**config.mk**
```make
export PLATFORM = sky130hd
export DESIGN_NAME = kernel_status_led_ctrl
export DESIGN_NICKNAME = d
export VERILOG_FILES = /design/src/rtl/kernel_status_led_ctrl_pkg.sv /design/src/rtl/kernel_status_led_ctrl_button_debounce.sv /design/src/rtl/kernel_status_led_ctrl.sv
export SDC_FILE = /design/constraint.sdc
export NUM_CORES = 1
export LEC_CHECK = 0
export ABC_AREA = 1
export CAP_MARGIN = 0
export CORE_MARGIN = 5
export CORE_UTILIZATION = 57
export DETAILED_ROUTE_END_ITERATION = 8
export PLACE_DENSITY = 0.85
export SLEW_MARGIN = 20
export SYNTH_ARGS = -nofsm -noshare
export SYNTH_HDL_FRONTEND = slang
export SYNTH_HIERARCHICAL = 1
export SYNTH_SLANG_ARGS = --single-unit
```
**constraint.sdc**
```tcl
create_clock -name i_clk -period 3.9 [get_ports i_clk]
set_input_delay 0.585 -clock i_clk [delete_from_list [all_inputs] [get_ports i_clk]]
set_output_delay 0.585 -clock i_clk [all_outputs]
set_load 0.005 [all_outputs]
```
**src/rtl/kernel_status_led_ctrl_pkg.sv**
```systemverilog
// Shared types and helpers for the kernel status / LED controller.
package kernel_status_pkg;

  typedef enum logic [1:0] {
    CH_IDLE    = 2'd0,
    CH_DONE    = 2'd1,
    CH_OVERRUN = 2'd2
  } ch_state_t;

  localparam int IRQ_PIPE_DEPTH = 2;

  function automatic logic [31:0] sat_inc(input logic [31:0] val, input logic [31:0] max_val);
    return (val >= max_val) ? max_val : val + 32'd1;
  endfunction

endpackage

```
**src/rtl/kernel_status_led_ctrl_button_debounce.sv**
```systemverilog
// Clear-button debouncer: 2-flop sync, stability counter, one pulse per accepted press.
module button_debounce #(
  parameter int DEBOUNCE_CYCLES = 65536
) (
  input  logic i_clk,
  input  logic rst_n,
  input  logic i_btn_n,
  output logic o_press_pulse
);
  localparam int CW = (DEBOUNCE_CYCLES > 2) ? $clog2(DEBOUNCE_CYCLES) : 1;

  logic [1:0]    btn_sync;
  logic          sample;
  logic          level;
  logic [CW-1:0] stable_cnt;

  assign sample = btn_sync[1];

  always_ff @(posedge i_clk or negedge rst_n) begin
    if (!rst_n) begin
      btn_sync      <= 2'b11;
      level         <= 1'b1;
      stable_cnt    <= '0;
      o_press_pulse <= 1'b0;
    end else begin
      btn_sync      <= {btn_sync[0], i_btn_n};
      o_press_pulse <= 1'b0;
      // Counter only runs while the synced level disagrees with the accepted one.
      if (sample == level) begin
        stable_cnt <= '0;
      end else if (stable_cnt == CW'(DEBOUNCE_CYCLES - 1)) begin
        level         <= sample;
        stable_cnt    <= '0;
        o_press_pulse <= ~sample;
      end else begin
        stable_cnt <= stable_cnt + 1'b1;
      end
    end
  end

endmodule

```
**src/rtl/kernel_status_led_ctrl.sv**
```systemverilog
// Board status glue: reset sync, per-channel done/overrun tracking, LEDs, counters, heartbeat.
module kernel_status_led_ctrl
  import kernel_status_pkg::*;
#(
  parameter int NUM_CH          = 4,
  parameter int SYNC_STAGES     = 3,
  parameter int CNT_W           = 8,
  parameter int DEBOUNCE_CYCLES = 65536,
  parameter int BLINK_DIV_LOG2  = 24
) (
  input  logic                    i_clk,
  input  logic                    reset_button,
  input  logic [NUM_CH-1:0]       i_irq,
  input  logic                    i_clear_n,
  output logic                    o_kernel_reset_n,
  output logic [NUM_CH-1:0]       fpga_led,
  output logic                    o_heartbeat_led,
  output logic                    o_all_done,
  output logic [NUM_CH*CNT_W-1:0] o_done_count
);

  logic [SYNC_STAGES-1:0] rst_sync;
  logic                   rst_n_sync;

  always_ff @(posedge i_clk or negedge reset_button) begin
    if (!reset_button) rst_sync <= '0;
    else               rst_sync <= {rst_sync[SYNC_STAGES-2:0], 1'b1};
  end

  assign rst_n_sync       = rst_sync[SYNC_STAGES-1];
  assign o_kernel_reset_n = rst_n_sync;

  logic [BLINK_DIV_LOG2-1:0] div;
  logic                      blink;

  always_ff @(posedge i_clk or negedge rst_n_sync) begin
    if (!rst_n_sync) div <= '0;
    else             div <= div + 1'b1;
  end

  assign blink = div[BLINK_DIV_LOG2-1];

  logic clr;

  button_debounce #(.DEBOUNCE_CYCLES(DEBOUNCE_CYCLES)) u_clear_db (
    .i_clk        (i_clk),
    .rst_n        (rst_n_sync),
    .i_btn_n      (i_clear_n),
    .o_press_pulse(clr)
  );

  logic [IRQ_PIPE_DEPTH-1:0][NUM_CH-1:0] irq_pipe;
  logic [NUM_CH-1:0]                     ev;

  always_ff @(posedge i_clk or negedge rst_n_sync) begin
    if (!rst_n_sync) irq_pipe <= '0;
    else             irq_pipe <= {irq_pipe[IRQ_PIPE_DEPTH-2:0], i_irq};
  end

  assign ev = irq_pipe[0] & ~irq_pipe[IRQ_PIPE_DEPTH-1];

  logic [NUM_CH-1:0] led_nxt;
  logic [NUM_CH-1:0] done_vec;

  for (genvar k = 0; k < NUM_CH; k++) begin : g_ch
    ch_state_t        state, state_nxt, base;
    logic [CNT_W-1:0] cnt;

    always_ff @(posedge i_clk or negedge rst_n_sync) begin
      if (!rst_n_sync) state <= CH_IDLE;
      else             state <= state_nxt;
    end

    // Clear is applied first so a coincident event lands on CH_DONE.
    always_comb begin
      base      = clr ? CH_IDLE : state;
      state_nxt = CH_IDLE;
      case (base)
        CH_IDLE:    state_nxt = ev[k] ? CH_DONE : CH_IDLE;
        CH_DONE:    state_nxt = ev[k] ? CH_OVERRUN : CH_DONE;
        CH_OVERRUN: state_nxt = CH_OVERRUN;
        default:    state_nxt = CH_IDLE;
      endcase
    end

    always_ff @(posedge i_clk or negedge rst_n_sync) begin
      if (!rst_n_sync) cnt <= '0;
      else if (ev[k])  cnt <= CNT_W'(sat_inc(32'(cnt), 32'({CNT_W{1'b1}})));
    end

    assign led_nxt[k]  = (state == CH_DONE) | ((state == CH_OVERRUN) & blink);
    assign done_vec[k] = (state == CH_DONE) | (state == CH_OVERRUN);
    assign o_done_count[k*CNT_W +: CNT_W] = cnt;
  end

  always_ff @(posedge i_clk or negedge rst_n_sync) begin
    if (!rst_n_sync) begin
      fpga_led        <= '0;
      o_all_done      <= 1'b0;
      o_heartbeat_led <= 1'b0;
    end else begin
      fpga_led        <= led_nxt;
      o_all_done      <= &done_vec;
      o_heartbeat_led <= blink;
    end
  end

endmodule
```
Word-level counts from Yosys, hierarchy flattened
Cells that the tools add are included.
- magnitude comparators: 4
- mux-type cells: 24
- eq/ne operators: 18
- bitwise gates (word level): 16
- reduce and logical (&&, ||, !) cells: 6
- $add $sub $neg: 6
- operator list (cell ; number):
    $add 8x1->8 const B ; 4
    $ge 8x8->1 const B ; 4
    $mux 16 ; 2
    $mux 8 ; 4
    $add 24x1->24 const B ; 1
    $pmux 2 s3 ; 4
    $add 16x1->16 const B ; 1
    $eq 16x16->1 const B ; 1
    $eq 2x1->1 const B ; 8
    $eq 2x2->1 const B ; 8
    $mux 2 ; 8
    $logic_not 2->1 ; 4
    $or 1x1->1 ; 8
    $mux 1 ; 6
    $and 1x1->1 ; 4
    $and 4x4->4 ; 1
    $not 4->4 ; 1
    $reduce_and 4->1 ; 1
    $not 1->1 ; 2
    $reduce_and 2->1 ; 1
    $eq 1x1->1 ; 1
- input bits: 7
- logic and storage cells: 93
- output and inout bits: 39
- register bits: 101

Longest topological paths before layout
- depth after elaboration: 4
- depth in mapped cells: 8
- depth with buffers taken out: 8

Cells and area by module
The synthesis kept the hierarchy.
- modules (own cells, without submodules) (module ; seq. area each (sq um) ; instances ; cells each ; area an instance (sq um)):
    kernel_status_led_ctrl ; 2026.9 ; 1 ; 447 ; 3854.9
    button_debounce ; 504.2 ; 1 ; 123 ; 1032.2

Worst setup path after synthesis
OpenSTA, ideal clock, no wires.
- path type: reg2out
- start point: reg rst_sync[2]
- end point: out o_kernel_reset_n
- path buffers: 0
- path slack: 0.882 ns
- data arrival time: 2.433 ns
- data required time: 3.315 ns
- stages on the path, launching flop included: 1
- path through: dfrtp_1
- RTL lines (element ; line ; RTL):
    start: declaration ; kernel_status_led_ctrl.sv:22 ; logic [SYNC_STAGES-1:0] rst_sync;
    start signal: assignment ; kernel_status_led_ctrl.sv:27 ; else rst_sync <= {rst_sync[SYNC_STAGES-2:0], 1'b1};
    end: declaration ; kernel_status_led_ctrl.sv:15 ; output logic o_kernel_reset_n,
No word-level cell between the ends.

Final worst setup path
- start point: reg rst_sync[2]
- end point: out o_kernel_reset_n
No word-level cell between the ends.

==> qor.yml <==
die_h_um: 102.6
dpl-instance-area_um2: 5480
cp_max_fo: 23
start_kind: "flip-flop"
numPortBuffers: 45
synth_edf_count: 0
core.rowCount: 33
syn-cell-area_um2: 4887
synth_cells: 570
grt_start_max_net_pins: 78
r2r-start: "div[1]"
syn_to_final_growth_pct: 15.67
start_util_pct: 58.89
routedWlPerCell_um: 12.84
num_vias: 3868
crit_family: "flip-flops"
p_total_mw: 2.739
ios: 46
synth_fa_ha_area_share_pct: 3.584
netlist_top_cells_count: "nand2_1 (147), dfrtp_1 (98), nor2_1 (81)"
synth_most_common_cell: "nand2_1"
max_slew_margin_pct: 39.06
slowest_delay_ns: 0.63
yosysTopAreaCellShare_pct: 50.18
r2r_slack_ns: 2.42
crit_path_end_kind: "output port"
finalNetCount: 648
ys_ff_latch: 101
p_leak_nw: 2.742
drtIter0Drc: 148
fin_util_pct: 68.11
async_reset_ff_share_pct: 100.0
syn_avg_cell_area_um2: 8.574
cts-hold-fix-buffers: 0
synth.area.top_cells: "dfrtp_1 (50%), nand2_1 (11%), nor2_1 (6.2%)"
cts-root-buf: "clkbuf_8"
rsz0062_at_grt: "no"
post_cts_resized: 0
maxSlewViolCount: 0
path_clk_slew_ns: 0.09
vias_per_cell: 5.255
final_hold_viol_count: 0
status: "finished clean"
synth_cell_types: 33
fin_crit_sh_pct: 54.93
grt_pass1_wl_mm: 17.13
crit_type: "flip-flop to output port"
synth_top_flop_cell: "dfrtp_1"
grt_pass1_vias: 4031
skew_ns: 0.009975
antenna_left: 0
final_cells: 736
core_area_um2: 8299
cts_buffer_depth: 2
routed_wl_mm: 9.448
synthMuxAreaShare_pct: 0
r2r_end: "div[10]"
crit_arrival_ns: 1.56
h-tree-depth: 3
clk_latency_ns: 0.35
post_cts.repair.setup_buffers: 0
die_area_um2: 10530
drt_pass1_iterations: 5
tightest_slew_ns: 0.9141
grtUsageTotal_pct: 20.03
synth_nets: 591
drive_above_1_share_pct: 8.082
antenna_found_initial: 0
yosys.area.top_type: "dfrtp_1"
synth_top_family_by_area: "simple AND/OR/NAND/NOR gates"
dp_cells: 721
synth-simple-area-share_pct: 28.90
powerDensity_nw_per_um2: 484.6
fin_area_um2: 5653
cts_tree: "yes"
critPathRequiredTime_ns: 3.31
setup_tns_ns: 0
period_needed_ns: 2.142
yosysSeqAreaShare_pct: 51.79
max_freq_mhz: 466.8
hold_path.class: "flip-flop to async pin"
clock_sinks: 101
overflow: 0
synth_xor_area_share_pct: 4.608
dpl.hpwl_mm: 7.133
critPathSlowestCell: "dfrtp_4"
die_w_um: 102.6
crit_buf_inv: 1
max_cap_violations: 0
reg2reg_depth: 5
drcViolationCount: 0
cts_buffers: 9
path_cells: "clkdlybuf4s50_1"
yosysWarnings: 6
setup_violations: 0
diodes: 0
synth_compound_area_share_pct: 5.812
place_congestion: 0.8631
ir_drop_mv: 0.2108
==> cells in the final DEF (no fill, tap or decap), types with 2 or more instances in the layout <==
| master | count |
|---|---|
| a21oi_1 | 7 |
| o21bai_1 | 2 |
| nor2_1 | 81 |
| xor2_1 | 15 |
| ha_1 | 14 |
| a21o_1 | 5 |
| xnor2_1 | 7 |
| clkbuf_8 | 10 |
| nor3_1 | 13 |
| o31a_1 | 2 |
| dfstp_2 | 3 |
| nand4_1 | 8 |
| dfrtp_1 | 97 |
| nand2_4 | 2 |
| inv_6 | 2 |
| o22ai_1 | 4 |
| nor2_2 | 9 |
| o21bai_2 | 2 |
| inv_1 | 65 |
| xor2_2 | 2 |
| nand3_1 | 33 |
| clkdlybuf4s50_1 | 45 |
| nand3b_1 | 9 |
| o21ai_0 | 21 |
| nand2_2 | 5 |
| inv_2 | 3 |
| nor2_4 | 5 |
| nand2_1 | 147 |
==> how the worst max path moves through the flow <==
stage | cells past startpoint | from | to
finish | 1 | rst_sync[2] | o_kernel_reset_n
global route | 1 | rst_sync[2] | o_kernel_reset_n
CTS | 1 | rst_sync[2] | o_kernel_reset_n
detailed placement | 1 | rst_sync[2] | o_kernel_reset_n
global placement | 1 | rst_sync[2] | o_kernel_reset_n
floorplan | 0 | rst_sync[2] | div[0]
==> final cells by class <==
class                           instances  area, um^2
Multi-Input combinational cell        401        2101
Timing Repair Buffer                   46       457.9
Fill cell                             663        2646
Clock inverter                          4       31.28
Clock buffer                           11       141.4
Sequential cell                       101        2535
Tap cell                              105       131.4
Inverter                               68       255.2
==> flip-flops by register name (all words and copies together), names as in the netlist <==
name and flops:
g_ch.cnt 32, div 24, u_clear_db/stable_cnt 16, g_ch.state 8
irq_pipe 8, fpga_led 4, rst_sync 3, u_clear_db/btn_sync 2
o_all_done 1, o_heartbeat_led 1, u_clear_db/level 1, u_clear_db/o_press_pulse 1
==> per-layer routing <==
metal	up-vias	GRT usage [%]	share of wire (%)
met5	-	0	0
met4	0	6.054	1.3
met3	13	4.736	5.1
met2	97	34.86	50
met1	1839	24.78	44
li1	1919	-	-
==> metrics by stage <==
step                hold WS (ns)  setup slack, ns
floorplan                 0.2894           0.8722
global placement          0.2272            2.122
detailed placement        0.2315            2.116
CTS                       0.2376            1.715
global route              0.2543            1.651
finish                    0.2225            1.758
==> cell families after synthesis <==
family	Yosys count
XOR/XNOR	24
flip-flops	101
AND/OR/NAND/NOR	316
AO/OA/AOI/OAI	46
adder cells (fa/ha/maj)	14
buffers and inverters	68
other	1
==> power breakdown <==
part	internal, mW	switching [mW]	total (mW)
clock	0.251	0.343	0.594
sequential	1.22	0.171	1.39
combinational	0.412	0.344	0.756
Power figures use the tool's default switching activity.
==> RTL change: new RTL, same settings <==
Make the reset (`reset_button`, `rst_n` and `rst_n_sync`) synchronous in 7 clocked blocks.
--- a/src/rtl/kernel_status_led_ctrl_button_debounce.sv
+++ b/src/rtl/kernel_status_led_ctrl_button_debounce.sv
@@ -16,7 +16,7 @@
 
   assign sample = btn_sync[1];
 
-  always_ff @(posedge i_clk or negedge rst_n) begin
+  always_ff @(posedge i_clk) begin
     if (!rst_n) begin
       btn_sync      <= 2'b11;
       level         <= 1'b1;
--- a/src/rtl/kernel_status_led_ctrl.sv
+++ b/src/rtl/kernel_status_led_ctrl.sv
@@ -22,7 +22,7 @@
   logic [SYNC_STAGES-1:0] rst_sync;
   logic                   rst_n_sync;
 
-  always_ff @(posedge i_clk or negedge reset_button) begin
+  always_ff @(posedge i_clk) begin
     if (!reset_button) rst_sync <= '0;
     else               rst_sync <= {rst_sync[SYNC_STAGES-2:0], 1'b1};
   end
@@ -33,7 +33,7 @@
   logic [BLINK_DIV_LOG2-1:0] div;
   logic                      blink;
 
-  always_ff @(posedge i_clk or negedge rst_n_sync) begin
+  always_ff @(posedge i_clk) begin
     if (!rst_n_sync) div <= '0;
     else             div <= div + 1'b1;
   end
@@ -52,7 +52,7 @@
   logic [IRQ_PIPE_DEPTH-1:0][NUM_CH-1:0] irq_pipe;
   logic [NUM_CH-1:0]                     ev;
 
-  always_ff @(posedge i_clk or negedge rst_n_sync) begin
+  always_ff @(posedge i_clk) begin
     if (!rst_n_sync) irq_pipe <= '0;
     else             irq_pipe <= {irq_pipe[IRQ_PIPE_DEPTH-2:0], i_irq};
   end
@@ -66,7 +66,7 @@
     ch_state_t        state, state_nxt, base;
     logic [CNT_W-1:0] cnt;
 
-    always_ff @(posedge i_clk or negedge rst_n_sync) begin
+    always_ff @(posedge i_clk) begin
       if (!rst_n_sync) state <= CH_IDLE;
       else             state <= state_nxt;
     end
@@ -83,7 +83,7 @@
       endcase
     end
 
-    always_ff @(posedge i_clk or negedge rst_n_sync) begin
+    always_ff @(posedge i_clk) begin
       if (!rst_n_sync) cnt <= '0;
       else if (ev[k])  cnt <= CNT_W'(sat_inc(32'(cnt), 32'({CNT_W{1'b1}})));
     end
@@ -93,7 +93,7 @@
     assign o_done_count[k*CNT_W +: CNT_W] = cnt;
   end
 
-  always_ff @(posedge i_clk or negedge rst_n_sync) begin
+  always_ff @(posedge i_clk) begin
     if (!rst_n_sync) begin
       fpga_led        <= '0;
       o_all_done      <= 1'b0;
Formal check against the unedited RTL: differs if reset_button is asserted again (counterexample within 4 cycles, from zero or initial values and one cycle with reset_button low); with reset_button held inactive, the same outputs for 10 cycles.
==> RTL change against the unedited design <==
Critical path depth stayed put. First-iteration DRC count is 59% higher. Synthesized cell count grew 15%. Wire length up 3.5%. Synthesized area fell by 3.5%. Via count is 6.2% higher. Cell area down 3.6%. Global-route usage grew 0.74 points. Sequential cell count unchanged. Worst setup slack got worse by 330 ps. Critical endpoint unchanged. Highest routed layer unchanged.
Power is not compared: it rests on default switching activity, and its combinational part moved more than twofold at a synthesized area within 25%.
==> RTL change: results <==
[outcome]
outcome = "complete, no violations"

[final_layout]
share_of_cells_above_drive_strength_1 = 0.06941
final_nets = 723
inv_count = 103
multi_input_gates = 440
filler_cell_count = 671
multi_input_area_um2 = 2255
buffers_excl_clock = 47
n_clock_buffer = 10
area_share_nonclk_buffers = 0.08544
clock_distribution_area_overhead_in_the_final_layout = 0.03445
antenna_cells_inserted = 0
sequential_cell_area_um2 = 2022

[sta]
slew_headroom = 0.4366
clock_skew_ps = 11.87

[yosys]
dominantRegCellSynth = "sky130_fd_sc_hd__dfxtp_1"
xor_xnor_share_of_the_synthesized_area = 0.03715
synth_area_leaders = "sky130_fd_sc_hd__dfxtp_1 43%, sky130_fd_sc_hd__nand2_1 12%, sky130_fd_sc_hd__inv_1 8.0%"
yosys.area_share.adder = 0.03715
synthesis.nets = 675
async_flop_share = 0
yosysWarnings = 6
fraction_of_the_mapped_netlist_area_in_compound_gates = 0.09368
sequential_cell_area_fraction_in_the_yosys_report = 0.4289
yosys-top-cells-count = "152 x sky130_fd_sc_hd__nand2_1, 101 x sky130_fd_sc_hd__dfxtp_1, 100 x sky130_fd_sc_hd__inv_1, 87 x sky130_fd_sc_hd__nor2_1, 44 x sky130_fd_sc_hd__a21oi_1"
synth_cell_type_count = 32
synth.mux.area_fraction = 0

[clock_network]
root_buffer = "sky130_fd_sc_hd__clkbuf_8"
clk_transition_reported_paths_ps = 100
cts-htree-levels = 3
post_cts_resized = 0

[placed_design]
hpwl_um = 7092
port_buffers = 45
gpl.final_weighted_congestion = 0.8427

[critical_path]
timing.critical_path.arrival_ps = 1890
path_max_fanout = 25
timing.reg2reg.worst_path_depth = 4
critical_path.reg2reg.startpoint = "rst_sync[2]"
worstReg2RegEnd = "g_ch[3].state[0]"
reg2reg_setup_slack_ps = 1600
cp_slowest_stage_delay_ps = 890
highest_delay_cell_along_the_critical_path = "sky130_fd_sc_hd__dfxtp_1"
critical-path-top-delay-family = "flip-flops"

[drt]
drt-vias-per-instance = 5.067
first_pass_iters = 4
wire_per_inst_um = 12.06
first_iter_violations = 236

[power]
powerSeq_uw = 1040
p_leak_uw = 0.002167
p_switching_uw = 383.8
peakVddDrop_mv = 0.2185

[global_route]
global_route_wire_length_before_repair_um = 17370
grt_util_all_layers = 0.2076
number_of_global_route_vias_before_repair = 4141
grt_start_max_net_pins = 26

[min_path]
worstHoldPathType = "reg -> reg"
## RTL change: cell types whose count changed in the layout (fill, tap and decap cells not counted), moves of 6 or more
cell                       delta
sky130_fd_sc_hd__a21oi_1     +37
sky130_fd_sc_hd__dfrtp_1     -97
sky130_fd_sc_hd__dfxtp_1    +101
sky130_fd_sc_hd__inv_1       +35
sky130_fd_sc_hd__nand3b_1     -9
sky130_fd_sc_hd__nor2_1       +6
## RTL change: metal layers
metal | GRT usage | up-vias | share of wire
met4 | 0.08078 | 0 | 0.015
met3 | 0.04360 | 12 | 0.034
met5 | 0 | - | 0
met1 | 0.2429 | 1883 | 0.45
met2 | 0.3696 | 71 | 0.50
li1 | - | 2143 | -
## RTL change: per-stage QoR
stage	utilization	power (uW)	cell area [um^2]	setup slack, ps	cells
after floorplan	-	1081	4715	2589	654
after global placement	0.6467	1095	5260	1727	796
after detailed placement	0.6467	1096	5260	1647	796
after CTS	0.6697	1742	5448	1411	811
after global routing	0.6697	1790	5448	1282	811
final	0.6697	1728	5448	1423	811
## RTL change: cells by family after synthesis
group,count (synthesis)
AND/OR/NAND/NOR,327
buffers and inverters,113
flip-flops,101
AO/OA/AOI/OAI,79
XOR/XNOR,20
adder cells (fa/ha/maj),14
## RTL change: worst min-delay path by stage
stage	slack (ps)	depth (start not counted)	endpoint	start
CTS	420	2	rst_sync[1]	rst_sync[0]
finish	420	2	rst_sync[1]	rst_sync[0]
floorplan	380	2	u_clear_db/btn_sync[1]	u_clear_db/btn_sync[0]
detailed placement	410	2	rst_sync[1]	rst_sync[0]
global route	440	2	rst_sync[2]	rst_sync[1]
global placement	400	2	rst_sync[1]	rst_sync[0]
